### config.mk
export PLATFORM = sky130hd
export DESIGN_NAME = mc_ctrl
export DESIGN_NICKNAME = d
export VERILOG_FILES = /design/src/rtl/mc_ctrl.sv
export SDC_FILE = /design/constraint.sdc
export NUM_CORES = 1
export LEC_CHECK = 0
export BUFFER_PORTS_ARGS = -buffer_cell sky130_fd_sc_hd__buf_2
export CAP_MARGIN = 30
export CORE_UTILIZATION = 43
export CTS_CLUSTER_DIAMETER = 40
export DETAILED_ROUTE_END_ITERATION = 8
export PLACE_DENSITY = 0.8
export REMOVE_ABC_BUFFERS = 1
export SYNTH_ARGS = -nofsm -noshare
export SYNTH_HDL_FRONTEND = slang
export SYNTH_SLANG_ARGS = --single-unit
### constraint.sdc
create_clock -name clk -period 3.1 [get_ports clk]
set_clock_uncertainty 0.1 [all_clocks]
set_input_delay 0.62 -clock clk [delete_from_list [all_inputs] [get_ports clk]]
set_output_delay 0.62 -clock clk [all_outputs]
set_load 0.005 [all_outputs]
### src/rtl/mc_ctrl.sv
// mc_ctrl: multi-cycle control sequencer for the MIPS-lite datapath.
// Each instruction walks FETCH -> DECODE -> EXEC -> MEM -> WB as needed.
// The state register is the only storage. Every control output is decoded
// combinationally from the state, the instruction register, zero and mem_ready.
module mc_ctrl #(
    parameter int ALU_CTL_W = 4,    // width of alu_ctl, at least 3 so lui (5) fits
    parameter bit EXT_ISA   = 1'b1  // 1: addiu/jal/jr are legal, 0: they trap
) (
    input  logic                 clk,
    input  logic                 rst,
    input  logic [31:0]          instruction,
    input  logic                 zero,
    input  logic                 mem_ready,
    output logic                 pc_write,
    output logic [1:0]           npc_sel,
    output logic                 ir_write,
    output logic                 reg_write,
    output logic [1:0]           reg_dst,
    output logic [1:0]           wd_sel,
    output logic                 alu_src,
    output logic                 ext_op,
    output logic [ALU_CTL_W-1:0] alu_ctl,
    output logic                 mem_read,
    output logic                 mem_write,
    output logic                 illegal,
    output logic [2:0]           state
);

    // ------------------------------------------------------------------
    // Encodings
    // ------------------------------------------------------------------

    // Primary opcodes and R-type function codes
    localparam logic [5:0] OPC_RTYPE = 6'h00;
    localparam logic [5:0] OPC_J     = 6'h02;
    localparam logic [5:0] OPC_JAL   = 6'h03;
    localparam logic [5:0] OPC_BEQ   = 6'h04;
    localparam logic [5:0] OPC_ADDIU = 6'h09;
    localparam logic [5:0] OPC_ORI   = 6'h0d;
    localparam logic [5:0] OPC_LUI   = 6'h0f;
    localparam logic [5:0] OPC_LW    = 6'h23;
    localparam logic [5:0] OPC_SW    = 6'h2b;

    localparam logic [5:0] FN_JR     = 6'h08;
    localparam logic [5:0] FN_ADDU   = 6'h21;
    localparam logic [5:0] FN_SUBU   = 6'h23;

    // Next-PC source
    localparam logic [1:0] NPC_SEQ    = 2'd0;  // PC+4
    localparam logic [1:0] NPC_BRANCH = 2'd1;  // PC+4 + (simm << 2)
    localparam logic [1:0] NPC_JUMP   = 2'd2;  // {PC[31:28], target, 2'b00}
    localparam logic [1:0] NPC_REG    = 2'd3;  // rs

    // Register-file destination
    localparam logic [1:0] DST_RT = 2'd0;
    localparam logic [1:0] DST_RD = 2'd1;
    localparam logic [1:0] DST_RA = 2'd2;      // $31

    // Register-file write data
    localparam logic [1:0] WD_ALU = 2'd0;
    localparam logic [1:0] WD_MEM = 2'd1;
    localparam logic [1:0] WD_PC4 = 2'd2;

    // ALU operations
    localparam logic [ALU_CTL_W-1:0] ALU_ADD = ALU_CTL_W'(0);
    localparam logic [ALU_CTL_W-1:0] ALU_SUB = ALU_CTL_W'(1);
    localparam logic [ALU_CTL_W-1:0] ALU_OR  = ALU_CTL_W'(3);
    localparam logic [ALU_CTL_W-1:0] ALU_CMP = ALU_CTL_W'(4);
    localparam logic [ALU_CTL_W-1:0] ALU_LUI = ALU_CTL_W'(5);

    // Sequencer states. Codes 5 and 6 are unused and recover into TRAP.
    typedef enum logic [2:0] {
        S_FETCH  = 3'd0,
        S_DECODE = 3'd1,
        S_EXEC   = 3'd2,
        S_MEM    = 3'd3,
        S_WB     = 3'd4,
        S_TRAP   = 3'd7
    } state_t;

    // Decoded instruction class
    typedef enum logic [3:0] {
        I_NOP,
        I_ADDU,
        I_SUBU,
        I_ORI,
        I_LW,
        I_SW,
        I_BEQ,
        I_LUI,
        I_J,
        I_ADDIU,
        I_JAL,
        I_JR,
        I_ILLEGAL
    } instr_t;

    state_t                 state_q;
    state_t                 state_n;
    instr_t                 instr;

    logic [5:0]             opcode;
    logic [5:0]             funct;

    // EXEC-phase ALU setup, reused unchanged through MEM
    logic                   ex_alu_src;
    logic                   ex_ext_op;
    logic [ALU_CTL_W-1:0]   ex_alu_ctl;

    // WB-phase destination and data source
    logic [1:0]             wb_dst;
    logic [1:0]             wb_wd;

    assign opcode = instruction[31:26];
    assign funct  = instruction[5:0];

    // ------------------------------------------------------------------
    // Instruction decode
    // ------------------------------------------------------------------

    // Classify the IR contents; extended opcodes are legal only with EXT_ISA.
    always_comb begin
        // NOTE: every variable written here gets a value before any branch,
        // so no path can leave one holding its old value and infer a latch.
        instr = I_ILLEGAL;
        if (instruction == 32'd0) begin
            instr = I_NOP;
        end else begin
            case (opcode)
                OPC_RTYPE: begin
                    case (funct)
                        FN_ADDU: instr = I_ADDU;
                        FN_SUBU: instr = I_SUBU;
                        FN_JR:   if (EXT_ISA) instr = I_JR;
                        default: instr = I_ILLEGAL;
                    endcase
                end
                OPC_ORI:   instr = I_ORI;
                OPC_LW:    instr = I_LW;
                OPC_SW:    instr = I_SW;
                OPC_BEQ:   instr = I_BEQ;
                OPC_LUI:   instr = I_LUI;
                OPC_J:     instr = I_J;
                OPC_ADDIU: if (EXT_ISA) instr = I_ADDIU;
                OPC_JAL:   if (EXT_ISA) instr = I_JAL;
                default:   instr = I_ILLEGAL;
            endcase
        end
    end

    // ALU operand/operation per instruction; logical immediates zero-extend.
    always_comb begin
        ex_alu_src = 1'b0;
        ex_ext_op  = 1'b0;
        ex_alu_ctl = ALU_ADD;
        case (instr)
            I_ADDU:  ex_alu_ctl = ALU_ADD;
            I_SUBU:  ex_alu_ctl = ALU_SUB;
            I_ORI: begin
                ex_alu_src = 1'b1;
                ex_alu_ctl = ALU_OR;
            end
            I_LUI: begin
                ex_alu_src = 1'b1;
                ex_alu_ctl = ALU_LUI;
            end
            I_LW, I_SW, I_ADDIU: begin
                ex_alu_src = 1'b1;
                ex_ext_op  = 1'b1;
                ex_alu_ctl = ALU_ADD;
            end
            I_BEQ: begin
                ex_ext_op  = 1'b1;
                ex_alu_ctl = ALU_CMP;
            end
            default: ex_alu_ctl = ALU_ADD;
        endcase
    end

    // Write-back routing: loads take memory data, R-type targets rd.
    always_comb begin
        wb_dst = DST_RT;
        wb_wd  = WD_ALU;
        case (instr)
            I_ADDU, I_SUBU: wb_dst = DST_RD;
            I_LW:           wb_wd  = WD_MEM;
            default: begin
                wb_dst = DST_RT;
                wb_wd  = WD_ALU;
            end
        endcase
    end

    // ------------------------------------------------------------------
    // Sequencer
    // ------------------------------------------------------------------

    // State register; reset overrides every transition, including TRAP.
    always_ff @(posedge clk) begin
        // NOTE: non-blocking so the register takes the pre-edge next state,
        // independent of evaluation order against other clocked logic.
        if (rst) begin
            state_q <= S_FETCH;
        end else begin
            state_q <= state_n;
        end
    end

    // Next state and all datapath controls; reset forces every output low.
    always_comb begin
        state_n   = state_q;
        pc_write  = 1'b0;
        npc_sel   = NPC_SEQ;
        ir_write  = 1'b0;
        reg_write = 1'b0;
        reg_dst   = DST_RT;
        wd_sel    = WD_ALU;
        alu_src   = 1'b0;
        ext_op    = 1'b0;
        alu_ctl   = ALU_ADD;
        mem_read  = 1'b0;
        mem_write = 1'b0;
        illegal   = 1'b0;
        state     = state_q;

        case (state_q)
            S_FETCH: begin
                mem_read = 1'b1;
                if (mem_ready) begin
                    ir_write = 1'b1;
                    pc_write = 1'b1;
                    npc_sel  = NPC_SEQ;
                    state_n  = S_DECODE;
                end
            end

            S_DECODE: begin
                case (instr)
                    I_J: begin
                        pc_write = 1'b1;
                        npc_sel  = NPC_JUMP;
                        state_n  = S_FETCH;
                    end
                    I_JAL: begin
                        pc_write  = 1'b1;
                        npc_sel   = NPC_JUMP;
                        reg_write = 1'b1;
                        reg_dst   = DST_RA;
                        wd_sel    = WD_PC4;
                        state_n   = S_FETCH;
                    end
                    I_JR: begin
                        pc_write = 1'b1;
                        npc_sel  = NPC_REG;
                        state_n  = S_FETCH;
                    end
                    I_NOP:     state_n = S_FETCH;
                    I_ILLEGAL: state_n = S_TRAP;
                    default:   state_n = S_EXEC;
                endcase
            end

            S_EXEC: begin
                alu_src = ex_alu_src;
                ext_op  = ex_ext_op;
                alu_ctl = ex_alu_ctl;
                if (instr == I_BEQ) begin
                    // The branch resolves here and only here.
                    pc_write = zero;
                    npc_sel  = NPC_BRANCH;
                    state_n  = S_FETCH;
                end else if (instr == I_LW || instr == I_SW) begin
                    state_n = S_MEM;
                end else begin
                    state_n = S_WB;
                end
            end

            S_MEM: begin
                // Address operands stay put while memory is busy.
                alu_src   = ex_alu_src;
                ext_op    = ex_ext_op;
                alu_ctl   = ex_alu_ctl;
                mem_read  = (instr == I_LW);
                mem_write = (instr == I_SW);
                if (mem_ready) begin
                    state_n = (instr == I_LW) ? S_WB : S_FETCH;
                end
            end

            S_WB: begin
                reg_write = 1'b1;
                reg_dst   = wb_dst;
                wd_sel    = wb_wd;
                state_n   = S_FETCH;
            end

            S_TRAP: begin
                illegal = 1'b1;
                state_n = S_TRAP;
            end

            default: state_n = S_TRAP;
        endcase

        // Reset abandons whatever is in flight: no strobe, no write.
        if (rst) begin
            state_n   = S_FETCH;
            pc_write  = 1'b0;
            npc_sel   = NPC_SEQ;
            ir_write  = 1'b0;
            reg_write = 1'b0;
            reg_dst   = DST_RT;
            wd_sel    = WD_ALU;
            alu_src   = 1'b0;
            ext_op    = 1'b0;
            alu_ctl   = ALU_ADD;
            mem_read  = 1'b0;
            mem_write = 1'b0;
            illegal   = 1'b0;
            state     = 3'd0;
        end
    end

    // ------------------------------------------------------------------
    // Invariants
    // ------------------------------------------------------------------

    // A single memory port never reads and writes in the same cycle.
    a_mem_exclusive : assert property (@(posedge clk) !(mem_read && mem_write));

    // An instruction fetch always advances the PC sequentially.
    a_fetch_advances : assert property (@(posedge clk)
        ir_write |-> (pc_write && npc_sel == NPC_SEQ));

    // A trapped sequencer drives no enables or strobes.
    a_trap_quiet : assert property (@(posedge clk)
        illegal |-> !(pc_write || ir_write || reg_write || mem_read || mem_write));

endmodule

==> results of run 1 <==
## how the worst max path moves through the flow
stage | from | cells past startpoint | slack, ns | to
floorplan | instruction[29] | 5 | 0.49 | reg_dst[0]
global placement | instruction[31] | 7 | 0.14 | alu_ctl[1]
detailed placement | instruction[31] | 7 | 0.05 | alu_src
CTS | instruction[31] | 7 | 0.03 | alu_src
global route | instruction[29] | 7 | 0.05 | reg_write
finish | instruction[28] | 8 | 0.07 | alu_src
## stage by stage
stage                     utilization  setup slack (ns)  hold WS [ns]
after detailed placement        0.603            0.0536         0.577
after floorplan                     -             0.489         0.497
after global placement          0.603             0.141         0.567
after CTS                       0.616            0.0279         0.585
after global routing            0.621            0.0453         0.613
final                           0.621            0.0656         0.596
## what timing repair did
item                                    in CTS  in global routing
hold buffers                                 0                  0
endpoints found under the setup margin       0                 11
gates resized for setup                      0                  4
## per-layer routing
metal | share of wire | GRT usage | wire, um | vias to the layer above
met5 | 0 | 0 | 0 | -
met1 | 0.39 | 0.306 | 1220 | 647
met4 | 0.019 | 0.113 | 59 | 0
li1 | - | - | - | 654
met2 | 0.47 | 0.469 | 1480 | 102
met3 | 0.12 | 0.0472 | 368 | 10
## cells by family (layout without fill, tap and decap cells)
family / after synthesis / in the layout / share of synthesized area
AND/OR/NAND/NOR: 84 / 84 / 0.514
AO/OA/AOI/OAI: 37 / 37 / 0.304
buffers and inverters: 17 / 67 / 0.0850
XOR/XNOR: 3 / 3 / 0.0283
flip-flops: 3 / 3 / 0.0648
other: 1 / 1 / 0.00404
## worst max-delay path, delay by kind of cell
kind	cells	cell delay [ns]
AND/OR/NAND/NOR	1	0.19
AO/OA/AOI/OAI	3	0.90
buffers and inverters	3	0.46
XOR/XNOR	1	0.14
## layout by cell type (no fill, tap or decap), types with 2 or more instances in the layout
master	instances
nand3_1	3
nor3b_1	2
buf_4	5
nand4_1	2
o21ai_1	3
buf_2	55
a21oi_1	8
dfxtp_1	3
and4_1	2
nor4_1	7
a211oi_1	4
xor2_1	2
clkbuf_4	3
nor4b_1	2
nand2b_1	4
inv_1	3
nor3_1	10
a211o_1	2
nand2_1	14
and3_1	3
o21ai_0	4
and3b_1	3
or3_1	3
nor2b_1	4
nor2_1	16
o211ai_1	2
nand4b_1	2
## power by group
| part | internal [uW] | switching [uW] | leakage (uW) |
|---|---|---|---|
| logic | 122 | 147 | 0.000509 |
| clock network | 48.4 | 23.1 | 0.0000150 |
| registers | 56.2 | 48.1 | 0.0000248 |
## cell type report
| type | count | share of cell area |
|---|---|---|
| Inverter | 3 | 0.00905 |
| Tap cell | 27 | 0.0272 |
| Multi-Input combinational cell | 125 | 0.643 |
| Clock buffer | 4 | 0.0211 |
| Timing Repair Buffer | 60 | 0.252 |
| Sequential cell | 3 | 0.0483 |
## Yosys cell counts, types with 2 or more instances
cell      count  area, sq um
and3_1        3         18.8
inv_1         3         11.3
nand3_1       3         15.0
nor3_1       10         50.1
nor3b_1       2         15.0
nand2_1      14         52.6
nand4b_1      2         17.5
nor2_1       16         60.1
o211ai_1      2         15.0
nand4_1       2         12.5
nor4b_1       2         17.5
xor2_1        2         17.5
nor2b_1       4         25.0
a21oi_1       8         40.0
and3b_1       3         26.3
clkbuf_1     10         37.5
o21ai_0       6         30.0
nand2b_1      4         25.0
buf_4         2         15.0
a211o_1       2         17.5
and4_1        2         17.5
dfxtp_1       3         60.1
a211oi_1      5         37.5
nor4_1        8         50.1
or3_1         3         18.8
==> results.json, run 1 <==
{
  "cp-start-kind": "primary input",
  "p_per_area_nw_per_um2": 357,
  "area_growth_pct": 34.1,
  "yosysUniqueCellTypes": 49,
  "cp_common_cell": "buf_2",
  "cpPeakStageDelay_ns": 0.46,
  "drt-total-wl_mm": 3.13,
  "hold_viol": 0,
  "synth_edf_count": 0,
  "cts_tree": "built",
  "finalPower_uw": 444,
  "clkTransAtPathRegs_ns": 0.04,
  "worst_setup_path_end_kind": "output pin",
  "multiInputGateArea_sq_um": 800,
  "regMostFlops": "state_q",
  "ys_async_sr_fraction": 0,
  "num-fill-cells": 211,
  "p_leak_uw": 0.000549,
  "largest_reg_flops": 3,
  "drt_first_pass_iters": 5,
  "drive_above_1_share": 0.364,
  "ios": 57,
  "worstPathArrival_ns": 2.31,
  "crit_type": "primary input to output pin",
  "syn_inst": 145,
  "holdPathEnd": "state_q[0]",
  "avgSynthCellArea_sq_um": 6.39,
  "vias_per_cell": 6.36,
  "slowest_stage": "o32a_1",
  "grt_pass1_wl_mm": 5.06,
  "drtAntennaViolNets": 0,
  "placed_area_sq_um": 1210,
  "min-delay-start": "state_q[2]",
  "grt_max_degree": 17,
  "reg.largest.list": "state_q x3",
  "reg2reg_slack_ns": 1.10,
  "fmax_mhz": 330,
  "fin_area_sq_um": 1240,
  "finalSetupViolations": 0,
  "htreeDepth": 1,
  "status": "complete, no violations",
  "holdPathStages": 2,
  "antenna_found_initial": 0,
  "clkLatencyLatePin_ns": 0.24,
  "die_w_um": 48.4,
  "first_global_vias": 1232,
  "die_h_um": 48.4,
  "cts_buffer_depth": 2,
  "cp_cell_sequence": "buf_2 > buf_4 > nand2b_1 > xnor2_1 > o32a_1 > a21oi_1 > a21boi_0 > buf_2",
  "setup_tns_ns": 0,
  "antennaDiodeCount": 0,
  "max-vdd-ir-drop_mv": 0.256,
  "rows": 16,
  "routabilityCongestion": 0.842,
  "vias": 1413,
  "start_util": 0.463,
  "ff2ff_path_depth": 4,
  "core_area_sq_um": 2000,
  "ys.flop_type": "dfxtp_1",
  "dp.cells": 218,
  "syn_area_sq_um": 927,
  "cp.required_ns": 2.38,
  "ys_ff_latch": 3,
  "final-seq-area_sq_um": 60.1,
  "ys_seq_area_frac": 0.0648,
  "slew_violations": 0,
  "slew_headroom": 0.641,
  "fin_nets": 232,
  "numClockSinks": 3,
  "grt_overflow": 0,
  "place_hpwl_mm": 2.42,
  "post_drt_wl_per_cell_um": 14.1,
  "drv_cap": 0,
  "cp_max_fo": 16,
  "hp-class": "flip-flop to flip-flop",
  "drt_iter0_drc": 82,
  "reg2reg_from": "state_q[0]",
  "stdcell_count": 222,
  "rsz0062_at_grt": "no",
  "cts_setup_buffers": 0,
  "min_period_ns": 3.03,
  "drc": 0,
  "finalCritPeriodShare": 0.979,
  "cts_buffers": 3,
  "ys_warn_count": 0,
  "worst_pin_slew_ns": 0.534,
  "grt_use_total": 0.263,
  "r2r-end": "state_q[0]",
  "port_buffers": 55,
  "dieArea_sq_um": 2350,
  "cts_root_buf": "clkbuf_4"
}
Note: power is estimated with default switching activity, not from simulation.
==> inputs of run 2 (changes only) <==
CORE_MARGIN = 2   (was unset)
CTS_CLUSTER_DIAMETER = unset   (was 40)
==> run 2 against run 1 <==
Design area is 1.9% higher. Wire length is 0.54% lower. Clock-buffer cell count unchanged. Critical path depth unchanged. Non-clock buffer count unchanged. Worst hold slack got worse by 0.0056 ns. Fmax about the same. Core utilization up 1.2 points. Cell count is the same. Critical endpoint is now pc_write. Largest cell class unchanged. Highest routed layer unchanged.
==> results.json, run 2 (synthesis gave the netlist of run 1 again) <==
{
  "place_hpwl_mm": 2.36,
  "rows": 16,
  "cts_tree": "built",
  "reg2reg_slack_ns": 1.14,
  "cp_cell_sequence": "buf_2 > nor4bb_4 > a211oi_2 > o32ai_2 > buf_4 > o211ai_1 > o22ai_1 > buf_2",
  "final_core_util": 0.633,
  "finalPower_uw": 443,
  "hold_ws_ns": 0.590,
  "hold_buffers": 0,
  "grt_pass1_wl_mm": 4.62,
  "finalSetupViolations": 0,
  "dr_wl_met3_um": 366,
  "p_per_area_nw_per_um2": 350,
  "post_drt_wl_per_cell_um": 14.0,
  "grt_max_degree": 17,
  "crit_type": "primary input to output pin",
  "clkTransAtPathRegs_ns": 0.03,
  "ios": 57,
  "first_global_vias": 1117,
  "min_period_ns": 3.04,
  "slowest_stage": "o32ai_2",
  "holdPathEnd": "state_q[0]",
  "sw_frac_of_total": 0.485,
  "intPower_uw": 228,
  "drt-total-wl_mm": 3.12,
  "start_util": 0.463,
  "clkLatencyLatePin_ns": 0.24,
  "multiInputGateArea_sq_um": 820,
  "regMostFlops": "state_q",
  "pwr-share-seq": 0.236,
  "die_h_um": 50.4,
  "dieArea_sq_um": 2540,
  "top_layer_used": "met4",
  "grt_use_total": 0.229,
  "cts_buffer_depth": 2,
  "reg2reg_from": "state_q[0]",
  "drc": 0,
  "num-fill-cells": 194,
  "port_buffers": 55,
  "die_w_um": 50.4,
  "final-seq-area_sq_um": 60.1,
  "hp-class": "flip-flop to flip-flop",
  "cp_max_fo": 13,
  "drv_cap": 0,
  "ff2ff_path_depth": 4,
  "pwr-share-comb": 0.604,
  "numClockSinks": 3,
  "fin_area_sq_um": 1270,
  "cpPeakStageDelay_ns": 0.39,
  "met1_length_mm": 1.29,
  "largest_reg_flops": 3,
  "grt_overflow": 0,
  "drt_iter0_drc": 47,
  "drive_above_1_share": 0.374,
  "htreeDepth": 1,
  "cts_setup_buffers": 0,
  "routabilityCongestion": 0.837,
  "status": "complete, no violations",
  "cp_common_cell": "buf_2",
  "cp-start-kind": "primary input",
  "hold_viol": 0,
  "core_area_sq_um": 2000,
  "reg.largest.list": "state_q x3",
  "drtAntennaViolNets": 0,
  "antennaDiodeCount": 0,
  "cts_resized": 0,
  "slew_violations": 0,
  "final_common_cell": "buf_2",
  "worstPathArrival_ns": 2.32,
  "vias_per_cell": 6.05,
  "wl_met2_mm": 1.43,
  "switchingPower_uw": 215,
  "min-delay-start": "state_q[2]",
  "vias": 1343,
  "p_leak_uw": 0.000559,
  "cts_buffers": 3,
  "finalCritPeriodShare": 0.979,
  "critPathTopFamily": "compound AO/OA/AOI/OAI gates",
  "area_growth_pct": 36.7,
  "drt_first_pass_iters": 4,
  "cts_root_buf": "clkbuf_4",
  "antenna_found_initial": 0,
  "placed_area_sq_um": 1210,
  "cp.required_ns": 2.38,
  "fin_nets": 232,
  "fmax_mhz": 329,
  "p_clk_frac": 0.160,
  "holdPathStages": 2,
  "crit_buf_inv": 3,
  "mostFrequentLayoutCells": "buf_2, nor2_1, nand2_1",
  "worst_setup_path_end_kind": "output pin",
  "r2r-end": "state_q[0]",
  "max-vdd-ir-drop_mv": 0.356
}
==> run 2: cell counts in the layout (fill, tap and decap cells not counted) <==
Identical to the previous run, type by type.
==> run 2: layout make-up <==
cell class | count | share of cell area
multi-input combinational | 125 | 0.647
timing repair buffer | 60 | 0.250
sequential | 3 | 0.0474
tap | 27 | 0.0267
clock buffer | 4 | 0.0207
inverter | 3 | 0.00888
==> run 2: worst register-to-register path, cell delays in order (launching register included) <==
cell	delay (ns)
dfxtp_1	0.45
inv_1	0.16
or3_1	0.38
or4b_1	0.56
a311oi_1	0.22
==> run 2: through the flow <==
stage / setup slack [ns] / std cells / TNS, ns
after floorplan: 0.489 / 131 / 0
after global placement: 0.127 / 218 / 0
after detailed placement: 0.0775 / 218 / 0
after CTS: 0.0651 / 222 / 0
after global routing: -0.00627 / 222 / -0.00627
final: 0.0644 / 222 / 0
==> run 2: worst max-delay path by stage <==
stage	startpoint	slack, ns	depth (start not counted)	to
6_report	instruction[27]	0.06	8	pc_write
5_1_grt	instruction[29]	-0.006	9	pc_write
4_1_cts	instruction[29]	0.07	7	alu_ctl[1]
3_5_place_dp	instruction[29]	0.08	7	alu_ctl[1]
3_3_place_gp	instruction[29]	0.13	7	alu_ctl[1]
2_1_floorplan	instruction[29]	0.49	5	reg_dst[0]
==> run 2: power by group through the flow <==
stage               sequential, uW  clock (uW)  combinational [uW]
floorplan                     91.6           0                 163
global placement               102           0                 250
detailed placement             102           0                 259
CTS                            102        72.7                 260
global route                   110        77.9                 300
finish                         105        70.7                 268
==> run 2: metal layers <==
layer / vias up / track usage
met5: - / 0
met1: 591 / 0.287
met3: 4 / 0.0595
met4: 0 / 0.0360
met2: 98 / 0.399
li1: 650 / -
==> inputs of run 3 (changes only) <==
CORE_UTILIZATION = 44   (was 43)
CTS_BUF_LIST = sky130_fd_sc_hd__clkbuf_4 sky130_fd_sc_hd__clkbuf_8   (was unset)
PLACE_DENSITY = 0.82   (was 0.8)
==> run 3 against run 2 <==
Clock-buffer cell count unchanged. Design area is essentially flat. Register-to-register slack lost 0.03 ns. Setup slack better by 0.075 ns. Critical path type unchanged.
==> results.json, run 3 (synthesis gave the netlist of run 1 again) <==
{
  "cts_setup_buffers": 0,
  "cpPeakStageDelay_ns": 0.51,
  "drive_above_1_share": 0.386,
  "final_core_util": 0.640,
  "antenna_found_initial": 0,
  "p_leak_uw": 0.000562,
  "fin_nets": 234,
  "place_hpwl_mm": 2.32,
  "cp_max_fo": 11,
  "clkLatencyLatePin_ns": 0.23,
  "antennaDiodeCount": 0,
  "setup_tns_ns": 0,
  "final-seq-area_sq_um": 60.1,
  "area_growth_pct": 36.8,
  "start_util": 0.468,
  "die_w_um": 49.9,
  "port_buffers": 55,
  "rsz0062_at_grt": "no",
  "drt_first_pass_iters": 4,
  "cts_buffers": 3,
  "htreeDepth": 1,
  "finalSetupViolations": 0,
  "vias_per_cell": 5.97,
  "status": "complete, no violations",
  "crit_type": "primary input to output pin",
  "min-delay-start": "state_q[2]",
  "worst_setup_path_end_kind": "output pin",
  "p_per_area_nw_per_um2": 352,
  "reg2reg_slack_ns": 1.11,
  "ios": 57,
  "slowest_stage": "or4_4",
  "mostFrequentLayoutCells": "buf_2, nor2_1, nand2_1",
  "cp_cell_sequence": "buf_2 > or4_4 > a2111oi_4 > a211o_2 > nand4_1 > o21ai_0 > buf_2",
  "reg.largest.list": "state_q x3",
  "worstPathArrival_ns": 2.24,
  "multiInputGateArea_sq_um": 806,
  "max-vdd-ir-drop_mv": 0.352,
  "r2r-end": "state_q[0]",
  "vias": 1337,
  "hp-class": "flip-flop to flip-flop",
  "grt_max_degree": 17,
  "grt_pass1_wl_mm": 4.83,
  "ff2ff_path_depth": 4,
  "cts_root_buf": "clkbuf_4",
  "num-fill-cells": 186,
  "largest_reg_flops": 3,
  "clkTransAtPathRegs_ns": 0.03,
  "cp_common_cell": "buf_2",
  "drtAntennaViolNets": 0,
  "holdPathEnd": "state_q[0]",
  "core_area_sq_um": 1980,
  "min_period_ns": 2.96,
  "holdPathStages": 2,
  "dieArea_sq_um": 2490,
  "regMostFlops": "state_q",
  "rows": 16,
  "slew_headroom": 0.651,
  "finalCritPeriodShare": 0.955,
  "crit_buf_inv": 2,
  "cp.required_ns": 2.38,
  "hold_viol": 0,
  "worst_pin_slew_ns": 0.519,
  "routabilityCongestion": 0.900,
  "grt_use_total": 0.239,
  "final_common_cell": "buf_2",
  "cp-start-kind": "primary input",
  "drv_cap": 0,
  "drt_iter0_drc": 42,
  "drc": 0,
  "slew_violations": 0,
  "fmax_mhz": 338,
  "reg2reg_from": "state_q[0]",
  "drt-total-wl_mm": 2.98,
  "critPathTopFamily": "simple AND/OR/NAND/NOR gates",
  "grt_overflow": 0,
  "post_drt_wl_per_cell_um": 13.3,
  "first_global_vias": 1137,
  "numClockSinks": 3,
  "cts_buffer_depth": 2,
  "die_h_um": 49.9,
  "cts_tree": "built"
}
==> run 3: routing by layer <==
layer,share of wire,global-route usage
met1,0.42,0.304
met2,0.48,0.409
met3,0.094,0.0515
met4,0.0030,0.0509
met5,0,0
==> run 3: cell type report <==
cell class,instances,share of cell area
Inverter,3,0.00888
Tap cell,27,0.0266
Multi-Input combinational cell,125,0.635
Sequential cell,3,0.0473
Timing Repair Buffer,62,0.258
Clock buffer,4,0.0237
==> run 3: worst max-delay path by stage <==
stage | from | endpoint | slack, ns | depth (start not counted)
after floorplan | instruction[29] | reg_dst[0] | 0.49 | 5
after global placement | instruction[31] | reg_dst[0] | 0.16 | 8
after detailed placement | instruction[29] | alu_ctl[1] | 0.13 | 8
after CTS | instruction[29] | alu_ctl[1] | 0.13 | 8
after global routing | instruction[28] | alu_ctl[1] | 0.004 | 8
final | instruction[31] | reg_write | 0.14 | 7
==> run 3: stage by stage <==
| step | cell area, sq um | hold WS, ns | cells | power (uW) | worst slack [ns] |
|---|---|---|---|---|---|
| 2_1_floorplan | 860 | 0.497 | 131 | 255 | 0.489 |
| 5_1_grt | 1270 | 0.620 | 224 | 492 | 0.00362 |
| 6_report | 1270 | 0.612 | 224 | 446 | 0.140 |
| 4_1_cts | 1250 | 0.597 | 224 | 444 | 0.132 |
| 3_5_place_dp | 1220 | 0.591 | 220 | 364 | 0.134 |
| 3_3_place_gp | 1220 | 0.559 | 220 | 350 | 0.165 |
==> run 3: timing repair <==
item                                    4_1_cts  5_1_grt
hold buffers                                  0        0
endpoints found under the setup margin        0        5
resized for setup                             0        4
==> run 3: tightest hold or removal path: cells and delay by family (launching register included) <==
kind | cells | cell delay [ns]
AOI/OAI and AO/OA | 1 | 0.08
DFF | 1 | 0.44
and+or+nand+nor | 1 | 0.12
==> run 3: where the power goes <==
group          internal, uW  switching (uW)  total, uW
combinational           122             142        264
clock                  56.9            20.1       77.0
sequential             56.2            49.3        105
total                   235             211        446
